## config.mk

```make
export PLATFORM = sky130hd
export DESIGN_NAME = down_timer
export DESIGN_NICKNAME = d
export VERILOG_FILES = /design/src/rtl/counter_pkg.sv /design/src/rtl/down_timer.sv
export SDC_FILE = /design/constraint.sdc
export NUM_CORES = 1
export LEC_CHECK = 0
export ABC_CLOCK_PERIOD_IN_PS = 2160
export BUFFER_PORTS_ARGS = -buffer_cell sky130_fd_sc_hd__buf_2
export CORE_MARGIN = 1.5
export CORE_UTILIZATION = 52
export CTS_CLUSTER_DIAMETER = 30
export DETAILED_ROUTE_END_ITERATION = 6
export GPL_TIMING_DRIVEN = 0
export PLACE_DENSITY = 0.87
export SYNTH_ARGS = -nofsm -noshare
export SYNTH_HDL_FRONTEND = slang
export SYNTH_SLANG_ARGS = --single-unit
```

## constraint.sdc

```tcl
create_clock -name clk -period 2.16 [get_ports clk]
set_clock_uncertainty 0.15 [all_clocks]
set_input_delay 0.216 -clock clk [delete_from_list [all_inputs] [get_ports clk]]
set_output_delay 0.216 -clock clk [all_outputs]
set_load 0.02 [all_outputs]
```

## src/rtl/counter_pkg.sv

```systemverilog
// counter_pkg: shared definitions for the counter subsystem (up-counter and
// down_timer). Provides the down_timer state encoding and the default
// counter width.
package counter_pkg;

  localparam int DEFAULT_WIDTH = 8;

  // Fixed encoding so the state can be decoded by neighbouring blocks.
  typedef enum logic [1:0] {
    ST_IDLE  = 2'd0,
    ST_ARMED = 2'd1,
    ST_RUN   = 2'd2,
    ST_DONE  = 2'd3
  } dt_state_e;

endpackage : counter_pkg

```

## src/rtl/down_timer.sv

```systemverilog
// down_timer: loadable programmable down-counter.
//   A start value is accepted through a valid/ready load port. Once started,
//   the counter decrements to zero; the edge that sees zero raises a one-cycle
//   underflow pulse and then either reloads (auto_reload=1) or parks in DONE
//   with a sticky done flag.
//
// Ports:
//   clk          rising-edge clock
//   rst          synchronous reset, active-high
//   load_valid   load request
//   load_ready   load accepted this cycle (0 only while counting)
//   load_value   start/reload value
//   start        begin/resume counting (level)
//   stop         pause counting (level, wins over start)
//   auto_reload  reload on terminal count instead of stopping
//   count        current counter value
//   busy         counting (state == RUN)
//   underflow    one-cycle pulse after the terminal edge
//   done         sticky terminal flag in one-shot mode
module down_timer
  import counter_pkg::*;
#(
  parameter int WIDTH = DEFAULT_WIDTH
) (
  input  logic             clk,
  input  logic             rst,
  input  logic             load_valid,
  output logic             load_ready,
  input  logic [WIDTH-1:0] load_value,
  input  logic             start,
  input  logic             stop,
  input  logic             auto_reload,
  output logic [WIDTH-1:0] count,
  output logic             busy,
  output logic             underflow,
  output logic             done
);

  dt_state_e        state_q, state_d;
  logic [WIDTH-1:0] count_q, count_d;
  logic [WIDTH-1:0] reload_q, reload_d;
  logic             underflow_q, underflow_d;
  logic             done_q, done_d;

  logic load_fire;
  logic at_zero;
  logic go;

  // load_ready and busy are pure state decodes; everything else is registered.
  assign load_ready = (state_q != ST_RUN);
  assign busy       = (state_q == ST_RUN);
  assign load_fire  = load_valid && load_ready;
  assign at_zero    = (count_q == '0);
  assign go         = start && !stop;

  // Next-state logic. A load always wins over start in the same cycle.
  always_comb begin
    state_d = state_q;
    unique case (state_q)
      ST_IDLE: begin
        if (load_fire) state_d = ST_ARMED;
      end
      ST_ARMED: begin
        if (load_fire)   state_d = ST_ARMED;
        else if (go)     state_d = ST_RUN;
      end
      ST_RUN: begin
        // stop pauses even at zero, so no terminal event fires while paused.
        if (stop)                          state_d = ST_ARMED;
        else if (at_zero && !auto_reload)  state_d = ST_DONE;
      end
      ST_DONE: begin
        if (load_fire)   state_d = ST_ARMED;
        else if (go)     state_d = ST_RUN;
      end
      default: state_d = ST_IDLE;
    endcase
  end

  // Datapath: count, reload value, underflow pulse and done flag.
  always_comb begin
    count_d     = count_q;
    reload_d    = reload_q;
    underflow_d = 1'b0;
    done_d      = done_q;
    if (load_fire) begin
      count_d  = load_value;
      reload_d = load_value;
      done_d   = 1'b0;
    end else begin
      unique case (state_q)
        ST_RUN: begin
          if (!stop) begin
            if (!at_zero) begin
              count_d = count_q - WIDTH'(1);
            end else begin
              // Terminal edge: auto_reload is sampled here, not latched.
              underflow_d = 1'b1;
              if (auto_reload) count_d = reload_q;
              else             done_d  = 1'b1;
            end
          end
        end
        ST_DONE: begin
          if (go) begin
            count_d = reload_q;
            done_d  = 1'b0;
          end
        end
        default: ;
      endcase
    end
  end

  always_ff @(posedge clk) begin
    if (rst) begin
      state_q     <= ST_IDLE;
      count_q     <= '0;
      reload_q    <= '0;
      underflow_q <= 1'b0;
      done_q      <= 1'b0;
    end else begin
      state_q     <= state_d;
      count_q     <= count_d;
      reload_q    <= reload_d;
      underflow_q <= underflow_d;
      done_q      <= done_d;
    end
  end

  assign count     = count_q;
  assign underflow = underflow_q;
  assign done      = done_q;

endmodule : down_timer
```

# Yosys cells after proc, flatten, opt, wreduce, memory -nomap -nowiden
# Index checks and enable logic that the tools add are counted.
[word_totals] ff_bits=20 elab_cells=54 inputBits=14
[classes] mux=18 n_eq_ne=14 bitwise=1 addsub=1 n_reduce_logical=15
[op_table] operator="2-to-1 mux 8 bit" count=5
[op_table] operator="case mux 8 bit (2 select lines)" count=1
[op_table] operator="2-to-1 mux 2 bit" count=5
[op_table] operator="!= test 2 bit (second input constant)" count=5
[op_table] operator="logical NOT 8 bit" count=1
[op_table] operator="subtractor 8 x 1 -> 8 bit (second input constant)" count=1
[op_table] operator="!= test 3 x 2 -> 1 bit (second input constant)" count=2
[op_table] operator="case mux 2 bit (3 select lines)" count=1
[op_table] operator="2-to-1 mux 1 bit" count=5
[op_table] operator="AND reduction 5 bit" count=1
[op_table] operator="equality test 2 bit (second input constant)" count=2
[op_table] operator="!= test 4 bit (second input constant)" count=1
[op_table] operator="AND reduction 4 bit" count=1
[op_table] operator="OR reduction 2 bit" count=2
[op_table] operator="OR reduction 4 bit" count=1
[op_table] operator="logical AND 1 bit" count=3
[op_table] operator="!= test 3 x 1 -> 1 bit (second input constant)" count=1
[op_table] operator="!= test 3 bit (second input constant)" count=1
[op_table] operator="AND reduction 3 bit" count=1
[op_table] operator="nonzero test 3 bit" count=1
[op_table] operator="equality test 2 x 1 -> 1 bit (second input constant)" count=1
[op_table] operator="logical NOT 1 bit" count=2
[op_table] operator="logical NOT 2 bit" count=1
[op_table] operator="!= test 2 x 1 -> 1 bit (second input constant)" count=1
[op_table] operator="other kinds (3)" count=3

# Depth between registers and ports, before layout
# Gate-level depths: netlist (run 1).
[depth] word_depth=5 depth_mapped=8 mapped_depth_nobuf=7

# Worst setup path before layout (run 1)
# OpenSTA, ideal clock, no wires.
[synth_path] kind="register to register" startpoint="reg count_q[0] (netlist: count[0])" endpoint="reg count_q[5] (netlist: count[5])" t_arrival_ps=1959 slack_ps=-38 path_buffers=0 path_stages_with_launch=8 path_cell_list="dfxtp_1 > inv_1 > ha_1 > nor3b_1 > a21boi_1 > o21ai_0 > a21o_1 > a311oi_2"
[synth_via] elab_chain_len=5 word_cells_on_any_way=8 cone_classes="add/sub (1); eq/ne (1); mux (4); reduce/logical (2)"
[synth_lines] item="start: declaration" line_no="down_timer.sv:40" rtl="logic [WIDTH-1:0] count_q, count_d;"
[synth_lines] item="start signal: assignment" line_no="down_timer.sv:124" rtl="count_q <= count_d;"
[synth_lines] item="subtractor 8 x 1 -> 8 bit / logical NOT 8 bit (equally long branches)" line_no="down_timer.sv:95, down_timer.sv:53"
[synth_lines] item="2-to-1 mux 8 bit" line_no="down_timer.sv:94" rtl="if (!at_zero) begin"
[synth_lines] item="2-to-1 mux 8 bit" line_no="down_timer.sv:93" rtl="if (!stop) begin"
[synth_lines] item="case mux 8 bit (2 select lines)" line_no="down_timer.sv:91" rtl="unique case (state_q)"
[synth_lines] item="2-to-1 mux 8 bit" line_no="down_timer.sv:86" rtl="if (load_fire) begin"
# Parallel ways exist; a longest one is shown, timed or not. The select of a mux whose other input is x is not followed.
# A chain may end at the register's enable or synchronous reset.

# Final worst setup path (run 1)
[layout_path] startpoint="reg count_q[2] (netlist: count[2])" endpoint="reg count_q[6] (netlist: count[6])"
# The elaborated chain is that of the path after synthesis.

==> metrics, run 1 <==
status=finished, violations left; failing checks=negative hold slack; Int Power=632 uW; Rows=16; first-pass iteration count of the detailed router=4; clk_lat worst skew=0.31 ns; net switching power=327 uW; via count=1165; post-synthesis cell type count=38; Net Sw Frac=34.1%; DR WL/cell=14.5 microns; Slew Limit Fails=0; crit path kind=flip-flop to flip-flop; final core utilization=68.8%; period utilization=95.7%; Port Buf Inserts=25; worst hold path type=primary input to flip-flop; Placed Cells=190; met3 Use GR=6.36%; fillcell total=160; Post-DP Area=1310 sq um; post-synth top area cell=dfxtp_1; Hold Slack=-0.000636 ns; final setup margin=0.0927 ns; initial antenna violation count=0; Synthesized Nets=154; crit end category=flip-flop; DRT Wirelength=2870 microns; multi-input logic area=696 sq um; nets=188; Synth top area share=34.9%; YS warnings=0; CTS Buffer Depth=2; Worst Tran Pin Value=0.616 ns; post-route ant nets=0; vias in the first global route=1089; die area=2500 sq um; grt met1 use=33.9%; Clock power frac=23.6%; Global Route Usage Sum=25.4%; Area Overhead vs Synth=21.3%; Power Density=689 nW/um^2; RSZ-0062 raised after global routing=no; clock net sink count=20; via/cell ratio=5.88; GP Congestion=0.855; syn avg cell area=8.31 sq um; grt ovf=0; setup TNS=0 ns; CTS clock-pin slew for the worst setup and hold paths=0.12 ns; critical path startpoint category=flip-flop; Worst Path Arrival=2.14 ns; share of cells above drive strength 1=30.4%; Ant. Diodes=0; sequential cell area fraction in the yosys report=34.9%; H-Tree Depth=1; hpwl dp=2080 microns; relative slew slack=59.0%; die width=50.0 microns; grt peak-use layer=met2; synth top area cells=dfxtp_1 35%, nand2_1 8.5%, a311oi_2 7.9%, a21oi_1 6.5%, nor2_1 3.3%; core area=2020 sq um; max cap viols=0; IO Count=26; total CTS buffers=3; leakage power figure=0.000563 uW; first-pass GRT wire length=4830 microns; part of the power in registers=44.7%; DRC viols=0; initial core utilization=56.7%; mapped cell area=1150 sq um; final cell count without fillers=198; 1st-iter DRT viols=27; Hold Violations, Final=1; CTS tree=done; die height=50.0 microns; FMAX=0.484 GHz; number of setup violations in the final report=0; final instance area=1390 sq um; worst vdd ir=596 uV; CP max FO=10; Register Area=403 sq um; met2 Use GR=38.4%; Synth Register Bits=20; pre-CTS setup slack=-0.0342 ns; clock root buffer=clkbuf_4; min Tclk post-route=2.07 ns; Cells after Synth=138; Gate power share=31.7%; largest net degree at the start of global routing=12; Worst Path Required=2.24 ns
-- flip-flops by register name, indices dropped and copies added (netlist names) --
name and count:
reload_q 8, underflow 1, state_q 2, count 8, done 1
-- power groups by stage --
stage,clock (uW),sequential [uW],combinational (uW)
after floorplan,0,446,196
after global placement,0,432,273
after detailed placement,0,435,281
after CTS,223,428,291
after global routing,245,434,328
final,226,429,304
-- timing repair --
item | 4_1_cts | 5_1_grt
pin swaps | 1 | 2
resized for setup | 4 | 1
hold buffers | 1 | 0
setup endpoints to repair | 7 | 6
setup buffers | 1 | 2
endpoints found under the hold margin | 1 | 0
-- cell families after synthesis --
kind of cell	count (synthesis)	synth area share (%)
AO/OA/AOI/OAI	41	27.3
XOR/XNOR	4	3.05
adder cells (fa/ha/maj)	2	2.18
buffers and inverters	13	5.67
flip-flops	20	34.9
AND/OR/NAND/NOR	58	26.9
-- layout make-up --
class,instances,share of cell area (%)
multi-input combinational,105,50.0
sequential,20,29.0
timing repair buffer,29,11.3
buffer,7,3.06
clock buffer,4,2.61
tap,27,2.43
inverter,6,1.62
-- final timing paths --
check                      from          end  slack (ns)  cells past startpoint
setup / recovery       count[2]     count[6]        0.09                      6
hold / removal    load_value[0]  reload_q[0]     -0.0006                      3
setup reg to reg       count[2]     count[6]        0.09                      6
hold reg to reg     reload_q[1]  reload_q[1]        0.31                      2
-- metrics by stage --
stage                     hold WS (ns)  power [uW]
after global placement           0.283         705
after global routing            0.0198        1010
after CTS                      0.00854         941
after detailed placement         0.291         716
after floorplan                  0.145         642
final                        -0.000636         959
-- layer usage --
layer  share of wire, %  wire [microns]
met1                 45            1290
met2                 44            1270
met4                2.5              72
met5                  0               0
met3                8.7             249
-- cells in the final DEF, fill, tap and decap left out, drive strengths merged, types with 2 or more instances in the layout --
master,Yosys,layout
buf,3,31
nand2,26,26
dfxtp,20,20
a21oi,16,16
nor2,10,10
clkbuf,4,8
a311oi,6,6
inv,6,6
o21ai,5,5
o211ai,4,4
nor3,4,4
a31oi,3,3
xnor2,3,3
nor4,3,3
nand2b,2,2
nor3b,2,2
or3,2,2
nor2b,2,2
and4,2,2
o2111ai,2,2
ha,2,2
-- cells in the mapped netlist --
library cell and number:
dfxtp_1 20, o21ai_1 2, xnor2_1 3, nor3b_1 2, o211ai_1 4, nor4_4 1, o21bai_1 1, nand2b_1 2
clkbuf_1 4, a31oi_1 3, o2111ai_1 2, a21boi_1 1, a32oi_1 1, or3b_2 1, a21o_1 1, nor2b_1 2
o21ai_0 3, nand2_1 26, buf_6 2, a21oi_2 1, nand3_1 1, nor3_1 3, inv_1 5, nand3b_1 1
nor2_1 10, and4_1 2, nor4_1 2, ha_1 2, a311oi_2 6, inv_2 1, xor2_1 1, or4_4 1
buf_2 1, and2_1 1, or3_1 2, a21oi_1 15, nor3_4 1, o32ai_2 1
-- worst max-delay path: stages (launching register included) --
cell	delay (ns)
dfxtp_1	0.34
buf_6	0.13
or4_4	0.55
nor3_4	0.25
a21oi_4	0.11
buf_6	0.17
a311oi_2	0.27
Power figures use the tool's default switching activity.
==> run 2: changes to the inputs <==
--- a/config.mk
+++ b/config.mk
@@ -13,6 +13,7 @@
 export DETAILED_ROUTE_END_ITERATION = 6
 export GPL_TIMING_DRIVEN = 0
 export PLACE_DENSITY = 0.87
+export REMOVE_ABC_BUFFERS = 1
 export SYNTH_ARGS = -nofsm -noshare
 export SYNTH_HDL_FRONTEND = slang
 export SYNTH_SLANG_ARGS = --single-unit
==> run 2 against run 1 <==
  * The flow now finishes without violations
  * Flip-flop and latch count unchanged
  * Final cell count decreased by 1.5%
  * Die area unchanged
  * Power up 10%
  * First-iteration DRC count increased by 110%
  * Critical endpoint is now count[0]
  * Highest routed layer unchanged
==> metrics, run 2 (synthesis gave the netlist of run 1 again) <==
via/cell ratio=6.05 (was 5.88); Worst Path Required=2.19 ns (was 2.24 ns); crit end category=flip-flop (unchanged); Worst Tran Pin Value=0.691 ns (was 0.616 ns); H-Tree Depth=1 (unchanged); CP cell instances=or4_4, nor3_4, buf_4, a21oi_4, nand3b_1, o32ai_2 (was buf_6, or4_4, nor3_4, a21oi_4, buf_6, a311oi_2); FF-to-FF Start=count[2] (unchanged); DRT Wirelength=3160 microns (was 2870 microns); min Tclk post-route=2.08 ns (was 2.07 ns); crit path to=count[0] (was count[6]); commonest non-fill, non-tap cell in the layout=nand2_1; Global Route Usage Sum=27.0% (was 25.4%); critical path startpoint category=flip-flop (unchanged); Clock power frac=29.6% (was 23.6%); R2R Setup Slk=0.08 ns (was 0.09 ns); die width=50.0 microns (unchanged); Placed Cells=183 (was 190); worst hold path type=primary input to flip-flop (unchanged); clock net sink count=20 (unchanged); total CTS buffers=3 (unchanged); CTS tree=done (unchanged); first-pass iteration count of the detailed router=4 (unchanged); max cap viols=0 (unchanged); post-route ant nets=0 (unchanged); final instance area=1410 sq um (was 1390 sq um); core area=2020 sq um (unchanged); CP max FO=8 (was 10); hpwl dp=1920 microns (was 2080 microns); CTS Buffer Depth=2 (unchanged); leakage power figure=0.000567 uW (was 0.000563 uW); IO Count=26 (unchanged); share of cells above drive strength 1=32.1% (was 30.4%); Hold Violations, Final=0 (was 1); Post-DP Area=1260 sq um (was 1310 sq um); worst vdd ir=507 uV (was 596 uV); part of the power in registers=41.1% (was 44.7%); Area Overhead vs Synth=22.6% (was 21.3%); commonest non-fill, non-tap cells in the layout=26 x nand2_1, 25 x buf_2, 18 x dfxtp_1 (was 26 x buf_2, 26 x nand2_1, 18 x dfxtp_1); Worst Path Arrival=2.11 ns (was 2.14 ns); relative slew slack=53.9% (was 59.0%); die height=50.0 microns (unchanged); first-pass GRT wire length=5090 microns (was 4830 microns); DR WL/cell=16.2 microns (was 14.5 microns); clock root buffer=clkbuf_4 (unchanged); status=finished, final reports clean (was finished, violations left); Tot Pwr=1060 uW (was 959 uW); largest net degree at the start of global routing=22 (was 12); crit path kind=flip-flop to flip-flop (unchanged); slowest stage delay, CP=0.61 ns (was 0.55 ns); clk_lat worst skew=0.31 ns (about the same); setup TNS=0 ns (unchanged); Power Density=750 nW/um^2 (was 689 nW/um^2); Gate power share=29.4% (was 31.7%); net switching power=337 uW (was 327 uW); initial antenna violation count=0 (unchanged); slowest stage cell, crit path=or4_4 (unchanged); Net Sw Frac=31.9% (was 34.1%); grt ovf=0 (unchanged); via count=1179 (was 1165); FMAX=0.481 GHz (was 0.484 GHz); Rows=16 (unchanged); Int Power=719 uW (was 632 uW); 1st-iter DRT viols=57 (was 27); CTS clock-pin slew for the worst setup and hold paths=0.12 ns (about the same); reg-to-reg critical path endpoint=count[0] (was count[6]); Slew Limit Fails=0 (unchanged); die area=2500 sq um (unchanged); Ant. Diodes=0 (unchanged); nets=185 (was 188); final cell count without fillers=195 (was 198); reg2reg path depth=6 (unchanged); initial core utilization=56.7% (unchanged); period utilization=96.2% (was 95.7%); vias in the first global route=1083 (was 1089); GP Congestion=0.901 (was 0.855); RSZ-0062 raised after global routing=no (unchanged); number of setup violations in the final report=0 (unchanged); Worst Setup SP=count[2] (unchanged); DRC viols=0 (unchanged); Port Buf Inserts=25 (unchanged)
[run 2: power groups by stage]
stage	sequential (uW)	clock, uW	combinational (uW)
floorplan	449	0	177
global placement	436	0	255
detailed placement	438	0	264
CTS	431	313	279
global route	438	333	336
finish	433	312	310
[run 2: final cells by class]
cell class / instances / area (sq um)
Tap cell: 27 / 33.8
Clock buffer: 3 / 22.5
Fill cell: 163 / 616
Clock inverter: 1 / 30.0
Multi-Input combinational cell: 106 / 714
Timing Repair Buffer: 32 / 180
Inverter: 6 / 22.5
Sequential cell: 20 / 403
[run 2: what timing repair did]
item | in CTS | in global routing
hold buffers | 1 | 0
endpoints found under the setup margin | 8 | 10
cloned | 1 | 0
endpoints found under the hold margin | 1 | 0
gates resized for setup | 4 | 4
pin swaps | 2 | 6
buffers inserted | 1 | 5
[run 2: per-layer routing]
metal	wire length (microns)	part of all wire (%)	track usage, %
met5	0	0	0
met4	170	5.4	17.6
met3	255	8.1	4.55
met2	1470	46	41.3
met1	1270	40	34.7
[run 2: worst min-delay path by stage]
| stage | startpoint | end | cells after the start |
|---|---|---|---|
| CTS | load_value[0] | reload_q[0] | 3 |
| finish | load_value[0] | reload_q[0] | 3 |
| detailed placement | stop | underflow | 2 |
| global route | load_value[0] | reload_q[0] | 3 |
| global placement | stop | underflow | 2 |
| floorplan | rst | count[1] | 1 |
[run 2: critical path: cells and delay by family (launching register included)]
family                 cells  cell delay, ns
AOI/OAI and AO/OA          2            0.19
buffers and inverters      1            0.17
DFF                        1            0.43
and+or+nand+nor            3            1.00
[run 2: metrics by stage]
step / util [%] / hold WS (ns) / setup slack [ns]
floorplan: - / 0.134 / -0.0384
global placement: 62.5 / 0.279 / -0.137
detailed placement: 62.5 / 0.279 / -0.236
CTS: 67.0 / 0.000900 / 0.0109
global route: 69.6 / 0.0153 / 0.0331
finish: 69.6 / 0.000234 / 0.0828
